--- config.mk ---
export PLATFORM = sky130hd
export DESIGN_NAME = vga_fb_pixel_stream
export DESIGN_NICKNAME = d
export VERILOG_FILES = /design/src/rtl/vga_fb_pixel_stream.sv
export SDC_FILE = /design/constraint.sdc
export NUM_CORES = 1
export LEC_CHECK = 0
export BUFFER_PORTS_ARGS = -buffer_cell sky130_fd_sc_hd__buf_2
export CAP_MARGIN = 20
export CORE_MARGIN = 10
export CORE_UTILIZATION = 60
export CTS_CLUSTER_SIZE = 12
export DETAILED_ROUTE_END_ITERATION = 6
export GPL_TIMING_DRIVEN = 0
export MAX_ROUTING_LAYER = met4
export PLACE_DENSITY = 0.77
export SLEW_MARGIN = 30
export SYNTH_ARGS = -nofsm -noshare
export SYNTH_HDL_FRONTEND = slang
export SYNTH_SLANG_ARGS = --single-unit
--- constraint.sdc ---
create_clock -name clk -period 7.1 [get_ports clk]
set_input_delay 1.42 -clock clk [delete_from_list [all_inputs] [get_ports clk]]
set_output_delay 1.42 -clock clk [all_outputs]
set_load 0.02 [all_outputs]
--- src/rtl/vga_fb_pixel_stream.sv ---
// vga_fb_pixel_stream: framebuffer scan-out engine. Walks the VGA raster, prefetches
// visible pixels from SRAM over AXI-Lite read channels and presents one sync/colour
// beat per raster position on a valid/ready stream.
module vga_fb_pixel_stream #(
    parameter int H_VISIBLE      = 640,
    parameter int H_FRONT        = 16,
    parameter int H_SYNC         = 96,
    parameter int H_BACK         = 48,
    parameter int V_VISIBLE      = 480,
    parameter int V_FRONT        = 10,
    parameter int V_SYNC         = 2,
    parameter int V_BACK         = 33,
    parameter int COLOR_BITS     = 4,
    parameter int AXI_ADDR_WIDTH = 20,
    parameter int AXI_DATA_WIDTH = 16,
    parameter int FB_BASE        = 0,
    parameter int PREFETCH       = 4
) (
    input  logic                      clk,
    input  logic                      reset,
    input  logic                      enable,
    output logic [AXI_ADDR_WIDTH-1:0] axi_araddr,
    output logic                      axi_arvalid,
    input  logic                      axi_arready,
    input  logic [AXI_DATA_WIDTH-1:0] axi_rdata,
    input  logic [1:0]                axi_rresp,
    input  logic                      axi_rvalid,
    output logic                      axi_rready,
    output logic                      out_valid,
    input  logic                      out_ready,
    output logic                      hsync,
    output logic                      vsync,
    output logic [COLOR_BITS-1:0]     red,
    output logic [COLOR_BITS-1:0]     green,
    output logic [COLOR_BITS-1:0]     blue,
    output logic                      visible,
    output logic                      rd_err
);

    localparam int H_TOTAL  = H_VISIBLE + H_FRONT + H_SYNC + H_BACK;
    localparam int V_TOTAL  = V_VISIBLE + V_FRONT + V_SYNC + V_BACK;
    localparam int HS_START = H_VISIBLE + H_FRONT;
    localparam int HS_END   = HS_START + H_SYNC;
    localparam int VS_START = V_VISIBLE + V_FRONT;
    localparam int VS_END   = VS_START + V_SYNC;
    localparam int XW       = $clog2(H_TOTAL);
    localparam int YW       = $clog2(V_TOTAL);
    localparam int VIS_PIX  = H_VISIBLE * V_VISIBLE;
    localparam int FW       = (VIS_PIX > 1) ? $clog2(VIS_PIX) : 1;
    localparam int PW       = $clog2(PREFETCH);
    localparam int CW       = $clog2(PREFETCH + 1);
    localparam int PIXW     = 3 * COLOR_BITS;

    localparam logic [XW-1:0]             X_LAST    = XW'(H_TOTAL - 1);
    localparam logic [YW-1:0]             Y_LAST    = YW'(V_TOTAL - 1);
    localparam logic [FW-1:0]             F_LAST    = FW'(VIS_PIX - 1);
    localparam logic [AXI_ADDR_WIDTH-1:0] BASE_ADDR = AXI_ADDR_WIDTH'(FB_BASE);

    // raster position of the next beat to be loaded into the output register
    logic [XW-1:0] x_q, x_d;
    logic [YW-1:0] y_q, y_d;

    // fetch side
    logic [AXI_ADDR_WIDTH-1:0] araddr_q, araddr_d;
    logic                      arvalid_q, arvalid_d;
    logic [FW-1:0]             fetch_cnt_q, fetch_cnt_d;
    logic [CW-1:0]             credits_q, credits_d;
    logic                      rready_q, rready_d;
    logic                      rd_err_q, rd_err_d;

    // read-data queue; top bit marks a pixel whose read failed
    logic [PIXW:0]   fifo_mem_q [PREFETCH];
    logic [PW-1:0]   wr_ptr_q, wr_ptr_d;
    logic [PW-1:0]   rd_ptr_q, rd_ptr_d;
    logic [CW-1:0]   fifo_cnt_q, fifo_cnt_d;
    logic [PIXW:0]   push_word;
    logic [PIXW:0]   head;

    // output beat register
    logic                  out_valid_q, out_valid_d;
    logic                  hsync_q, hsync_d;
    logic                  vsync_q, vsync_d;
    logic                  visible_q, visible_d;
    logic [COLOR_BITS-1:0] red_q, red_d;
    logic [COLOR_BITS-1:0] green_q, green_d;
    logic [COLOR_BITS-1:0] blue_q, blue_d;

    logic ar_fire, r_fire, accept, slot_free, pos_visible, load, pop, retire;
    logic unused_rdata;

    // handshake and beat-load decisions for this cycle
    always_comb begin
        ar_fire      = arvalid_q & axi_arready;
        r_fire       = axi_rvalid & rready_q;
        accept       = out_valid_q & out_ready;
        slot_free    = ~out_valid_q | out_ready;
        pos_visible  = (int'(x_q) < H_VISIBLE) && (int'(y_q) < V_VISIBLE);
        load         = enable & slot_free & (~pos_visible | (fifo_cnt_q != '0));
        pop          = load & pos_visible;
        retire       = accept & visible_q;
        push_word    = {(axi_rresp != 2'b00), axi_rdata[PIXW-1:0]};
        head         = fifo_mem_q[rd_ptr_q];
        unused_rdata = ^axi_rdata;
    end

    // fetch address, credit accounting and AR valid
    always_comb begin
        araddr_d    = araddr_q;
        fetch_cnt_d = fetch_cnt_q;
        if (ar_fire) begin
            if (fetch_cnt_q == F_LAST) begin
                fetch_cnt_d = '0;
                araddr_d    = BASE_ADDR;
            end else begin
                fetch_cnt_d = fetch_cnt_q + FW'(1);
                araddr_d    = araddr_q + AXI_ADDR_WIDTH'(1);
            end
        end
        credits_d = credits_q + CW'(ar_fire) - CW'(retire);
        // a pending request holds regardless of enable; a new one needs a free credit
        arvalid_d = (arvalid_q & ~axi_arready) | (enable & (int'(credits_d) < PREFETCH));
        rready_d  = 1'b1;
        rd_err_d  = rd_err_q | (r_fire & (axi_rresp != 2'b00));
    end

    // queue pointer and occupancy updates
    always_comb begin
        wr_ptr_d   = r_fire ? wr_ptr_q + PW'(1) : wr_ptr_q;
        rd_ptr_d   = pop ? rd_ptr_q + PW'(1) : rd_ptr_q;
        fifo_cnt_d = fifo_cnt_q + CW'(r_fire) - CW'(pop);
    end

    // output beat register and raster advance
    always_comb begin
        out_valid_d = out_valid_q & ~accept;
        hsync_d     = hsync_q;
        vsync_d     = vsync_q;
        visible_d   = visible_q;
        red_d       = red_q;
        green_d     = green_q;
        blue_d      = blue_q;
        x_d         = x_q;
        y_d         = y_q;
        if (load) begin
            out_valid_d = 1'b1;
            hsync_d     = !((int'(x_q) >= HS_START) && (int'(x_q) < HS_END));
            vsync_d     = !((int'(y_q) >= VS_START) && (int'(y_q) < VS_END));
            visible_d   = pos_visible;
            if (pos_visible && !head[PIXW]) begin
                red_d   = head[PIXW-1 -: COLOR_BITS];
                green_d = head[2*COLOR_BITS-1 -: COLOR_BITS];
                blue_d  = head[COLOR_BITS-1:0];
            end else begin
                red_d   = '0;
                green_d = '0;
                blue_d  = '0;
            end
            if (x_q == X_LAST) begin
                x_d = '0;
                y_d = (y_q == Y_LAST) ? '0 : y_q + YW'(1);
            end else begin
                x_d = x_q + XW'(1);
            end
        end
    end

    // state registers
    always_ff @(posedge clk) begin
        if (reset) begin
            x_q         <= '0;
            y_q         <= '0;
            araddr_q    <= BASE_ADDR;
            arvalid_q   <= 1'b0;
            fetch_cnt_q <= '0;
            credits_q   <= '0;
            rready_q    <= 1'b0;
            rd_err_q    <= 1'b0;
            wr_ptr_q    <= '0;
            rd_ptr_q    <= '0;
            fifo_cnt_q  <= '0;
            out_valid_q <= 1'b0;
            hsync_q     <= 1'b1;
            vsync_q     <= 1'b1;
            visible_q   <= 1'b0;
            red_q       <= '0;
            green_q     <= '0;
            blue_q      <= '0;
        end else begin
            x_q         <= x_d;
            y_q         <= y_d;
            araddr_q    <= araddr_d;
            arvalid_q   <= arvalid_d;
            fetch_cnt_q <= fetch_cnt_d;
            credits_q   <= credits_d;
            rready_q    <= rready_d;
            rd_err_q    <= rd_err_d;
            wr_ptr_q    <= wr_ptr_d;
            rd_ptr_q    <= rd_ptr_d;
            fifo_cnt_q  <= fifo_cnt_d;
            out_valid_q <= out_valid_d;
            hsync_q     <= hsync_d;
            vsync_q     <= vsync_d;
            visible_q   <= visible_d;
            red_q       <= red_d;
            green_q     <= green_d;
            blue_q      <= blue_d;
        end
    end

    // queue storage; contents need no reset since occupancy is tracked separately
    always_ff @(posedge clk) begin
        if (!reset && r_fire) begin
            fifo_mem_q[wr_ptr_q] <= push_word;
        end
    end

    // port drive
    always_comb begin
        axi_araddr  = araddr_q;
        axi_arvalid = arvalid_q;
        axi_rready  = rready_q;
        out_valid   = out_valid_q;
        hsync       = hsync_q;
        vsync       = vsync_q;
        red         = red_q;
        green       = green_q;
        blue        = blue_q;
        visible     = visible_q;
        rd_err      = rd_err_q;
    end

endmodule

### Word-level counts from Yosys, hierarchy flattened

Memory sizes are Yosys's and may differ from the RTL's. A register that Yosys moved wholly into a read port is not among the register bits.
Index checks and enable logic that the tools add are counted.

* flip-flop bits (word level): 88
* memory bits (writable): 52
* input bits: 24
* output and inout port bits: 39
* word-level logic and storage cells: 83
* memories kept: 1

Memory list
* fifo_mem_q: words 4, bits a word 13, rd ports 1, clocked after memory_dff 1, wr ports 1, line 72 `logic [PIXW:0] fifo_mem_q [PREFETCH];`

* add/subtract/negate cells: 10
* $lt $le $gt $ge: 7
* equal/unequal tests: 3
* multiplexer cells: 13
* bitwise logic cells: 19
* reductions and logical operators: 12

Operators by type and width (count)
* 10-bit by 1-bit adder with 10-bit output (second input constant): 2
* 20-bit by 1-bit adder with 20-bit output (second input constant): 1
* 10-bit == test (second input constant): 2
* 10-bit less-than comparator (second input constant): 2
* 10-bit by 9-bit less-than comparator with 1-bit output (second input constant): 2
* 10-bit two-way mux: 2
* 20-bit two-way mux: 1
* 19-bit by 1-bit adder with 19-bit output (second input constant): 1
* 19-bit == test (second input constant): 1
* 19-bit two-way mux: 1
* 4-bit two-way mux: 3
* 1-bit bitwise AND: 11
* 10-bit >= comparator (second input constant): 1
* 10-bit by 9-bit >= comparator with 1-bit output (second input constant): 1
* 3-bit by 1-bit adder with 3-bit output: 2
* 3-bit by 1-bit subtractor with 3-bit output: 2
* 1-bit logical AND: 5
* 2-bit by 1-bit adder with 2-bit output (second input constant): 2
* 1-bit logical NOT: 4
* 1-bit two-way mux: 4
* 2-bit two-way mux: 2
* 1-bit inverter: 4
* 1-bit OR: 4
* 3-bit less-than comparator (second input constant): 1
* 3 further kinds: 3

### Logic depth before layout (Yosys ltp)

* depth in word-level cells: 8
* gate-level depth with buffers: 11
* mapped depth without buffers: 10

### Worst setup path after synthesis

Ideal clock, no wire load.

* kind: input to register
* start: input port out_ready
* end: register fifo_cnt_q[2]
* library setup time: 128 ps
* arrival: 3106 ps
* required time: 6972 ps
* setup slack: 3866 ps
* cell stages on the path: 11
* buffers on the path: 1
* cells stage by stage: nand2b_1 > clkbuf_1 > nand3_1 > nor2_1 > ha_1 > inv_1 > ha_1 > fa_1 > xnor2_1 > xnor2_1 > nor2_1

* longest elaborated chain between the ends: 5

RTL lines
* start, declared: line 30 `input logic out_ready,`
* 1-bit OR: line 96 `slot_free = ~out_valid_q | out_ready;`
* 1-bit bitwise AND (2 in a row): line 98 `load = enable & slot_free & (~pos_visible | (fifo_cnt_q != '0));`
* 1-bit bitwise AND: line 99 `pop = load & pos_visible;`
* net pop: line 88 `logic ar_fire, r_fire, accept, slot_free, pos_visible, load, pop, retire;`
* 3-bit by 1-bit subtractor with 3-bit output: line 130 `fifo_cnt_d = fifo_cnt_q + CW'(r_fire) - CW'(pop);`
* end signal, assigned: line 199 `fifo_cnt_q <= fifo_cnt_d;`
* end, declared: line 75 `logic [CW-1:0] fifo_cnt_q, fifo_cnt_d;`

The timed path passes the listed nets, and every way through them passes these cells.
A chain may end at the register's enable or synchronous reset.

### Final worst setup path

Ends and elaborated chain as after synthesis.

==> reports/metrics.cfg <==
[setup_path]
worstSetupPathType=input port to flip-flop
r2r_end=fifo_cnt_q[2]
arrival_ns=3.39
required_ns=7.49
crit_chain=buf_2 > nand2b_1 > clkbuf_1 > nand3_1 > nor2_1 > ha_1 > inv_1 > ha_1 > fa_1 > xnor2_1 > xnor2_1 > nor2_1
cp-end-kind=flip-flop
r2r_setup_slack_ns=4.62
critPathMaxStageDelay_ns=0.38
r2r_cells=10
cp-start-kind=input port
crit_slowest_cell=fa_1
crit_fanout=8
rr_startpoint=y_q[5]

[yosys]
yosys.area_share.xor_xnor_pct=3.599
synth_compound_area_share_pct=10.53
synth_seq_cells=142
syn_inst=551
yosys.area_share.adder_pct=3.538
syn_avg_cell_area_um2=11.04
ys.flop_type=dfxtp_1
muxShareOfSynthArea_pct=4.998
synth_seq_area_share_pct=55.29
syn_nets=591
syn_area_mm2=0.006083
yosys.area_share.simple_pct=18.59
yosysWarnings=0
synth_top_family_by_area=simple AND/OR/NAND/NOR gates
synth-async-reset-ratio_pct=0
synth_cell_types=47
synth_edf_count=52

[cells_and_area]
nNetsFinal=667
post-route-util_pct=72.30
syn_to_final_growth_pct=16.70
num_antenna_cells=0
drive_gt1_share_pct=17.97
fillCellCount=736

[clock_network]
ctsHoldBuffers=0
htreeDepth=4
clk_latency_ns=0.52
cts_sinks=142
root_buffer=clkbuf_8
clk_pin_slew_worst_paths_ns=0.06
ctsResizeCount=0
cts_tree=built
post_cts_buffers=0
cts_buffer_depth=2
cts_buffers=17

[placed_design]
routabilityCongestion=0.8564
preCtsSetupSlack_ns=3.583
dp_hpwl_mm=8.810
portBuffers=57

[timing]
final_max_slew_viol_count=0
fin_crit_sh_pct=42.25
grt_setup_unrepaired=no
skew_ns=0.007849
maxSlewHeadroom_pct=52.86
worstMarginPinSlew_ns=0.7071
fin_crit_ns=3.000
fmax_mhz=333.3
fin_ws_ns=4.100
tns_ns=0
setup_violations=0
hold_viol=0

[drt]
wl_per_cell_um=16.49
wl_mm=12.75
drt-pass1-iter-count=5
drc=0
ant_nets=0
viasPerCell=5.929
num_vias=4583
drt-initial-drc-count=286

[power]
power.internal_mw=1.494
power_frac_comb_pct=13.5
peakVddDrop_v=0.0001683
power_density_mw_per_mm2=285.4
swShare_pct=26.28
switching_power_mw=0.5324
pwr-share-clk_pct=41.2
seq_power_share_pct=45.3
p_leak_nw=2.558

[die]
coreArea_mm2=0.009819
rows=36
die_x_um=120.7
start_util_pct=61.95
die_h_um=120.7
die_area_mm2=0.01457
io_pins=63

[run_status]
status=completed

[global_routing]
grtUsageTotal_pct=18.85
grt_pass1_vias=4481
grt.overflow.total=0
grt_max_degree=17
antenna_found_initial=0
grt_pass1_wl_mm=21.78

[min_path]
hold_path.class=flip-flop to flip-flop
holdPathStages=1
whs_endpoint=red[3]
hold_start=red[3]

[run]
cap_violations=0

==> area by class of cell <==
type / instances / area, um^2 / area share [%]
clock buffer: 21 / 459.2 / 6.468
tap: 133 / 166.4 / 2.344
sequential: 142 / 3363 / 47.37
clock inverter: 11 / 105.1 / 1.480
timing repair buffer: 57 / 285.3 / 4.018
buffer: 22 / 90.09 / 1.269
inverter: 32 / 120.1 / 1.692
multi-input combinational: 355 / 2510 / 35.35
==> stage by stage <==
step,power [mW],hold slack [ns],std cells,area [um^2]
after global placement,1.199,0.4387,741,6535
after global routing,2.119,0.4850,773,7099
after floorplan,1.131,0.4529,551,6083
after CTS,2.040,0.4620,773,7099
after detailed placement,1.208,0.4468,741,6535
final,2.026,0.4619,773,7099
==> power by group through the flow <==
stage / clock, mW / combinational (mW) / sequential [mW]
finish: 0.834 / 0.274 / 0.918
CTS: 0.846 / 0.276 / 0.918
global route: 0.885 / 0.310 / 0.925
global placement: 0 / 0.266 / 0.933
floorplan: 0 / 0.182 / 0.948
detailed placement: 0 / 0.273 / 0.935
==> cells in the mapped netlist, types with 5 or more instances <==
master | count | area share, %
dfxtp_1 | 90 | 30
clkbuf_1 | 15 | 0.93
and2_1 | 6 | 0.62
nand3_1 | 26 | 2.1
o211ai_1 | 7 | 0.86
and3_1 | 9 | 0.93
xor2_1 | 15 | 2.2
inv_1 | 31 | 1.9
o21ai_0 | 23 | 1.9
o2bb2ai_1 | 12 | 1.7
buf_2 | 6 | 0.49
xnor2_1 | 10 | 1.4
mux4_2 | 13 | 4.8
nor3_1 | 5 | 0.41
or3_1 | 16 | 1.6
nand2_1 | 27 | 1.7
nor4_1 | 8 | 0.82
a21oi_1 | 34 | 2.8
nor2_1 | 34 | 2.1
or4_1 | 13 | 1.6
edfxtp_1 | 52 | 26
ha_1 | 14 | 2.9
nand4_1 | 22 | 2.3
nor2b_1 | 9 | 0.93
and4_1 | 7 | 1.0
o31ai_1 | 13 | 1.6
==> logic make-up after synthesis <==
family	count (synthesis)
compound gates	101
buf+inv	54
fa+ha+maj	16
simple gates	199
flops	142
xor+xnor	25
mux	14
==> cell usage in the layout (no fill, tap or decap), types with 14 or more instances in the layout <==
master	netlist	routed
dfxtp_1	90	90
buf_2	6	63
edfxtp_1	52	52
nor2_1	34	34
a21oi_1	34	34
inv_1	31	31
nand2_1	27	27
nand3_1	26	26
o21ai_0	23	23
nand4_1	22	22
clkbuf_1	15	16
or3_1	16	16
clkbuf_16	0	16
xor2_1	15	15
ha_1	14	14
==> flip-flops by register name, summed over array words and instances, names as in the netlist, 3 cells and up, named ones only <==
register	cells
credits_q	3
blue	4
fetch_cnt_q	19
y_q	10
red	4
green	4
axi_araddr	20
fifo_cnt_q	3
x_q	10
fifo_mem_q	52
==> routing by layer <==
layer  vias to the layer above  global-route usage [%]  share of wire (%)
met2                       137                   29.69                 49
met4                         0                   6.938                1.6
li1                       2217                       -                  -
met5                         -                       -                  0
met3                        23                   4.746                5.3
met1                      2206                   23.03                 44
==> worst max-delay path by stage <==
stage / from / to / slack, ns / depth (start not counted)
6_report: out_ready / fifo_cnt_q[2] / 4.10 / 12
5_1_grt: out_ready / fifo_cnt_q[2] / 3.87 / 12
4_1_cts: out_ready / fifo_cnt_q[2] / 4.11 / 12
3_5_place_dp: out_ready / fifo_cnt_q[2] / 3.58 / 12
3_3_place_gp: out_ready / fifo_cnt_q[2] / 3.60 / 12
2_1_floorplan: out_ready / fifo_cnt_q[2] / 3.87 / 11
==> worst max-delay path: cells and delay by family <==
| kind | cells | cell delay (ns) |
|---|---|---|
| XOR/XNOR | 2 | 0.32 |
| adder cells (fa/ha/maj) | 3 | 0.83 |
| AND/OR/NAND/NOR | 4 | 0.49 |
| buffers and inverters | 3 | 0.32 |
Power figures use the tool's default switching activity.
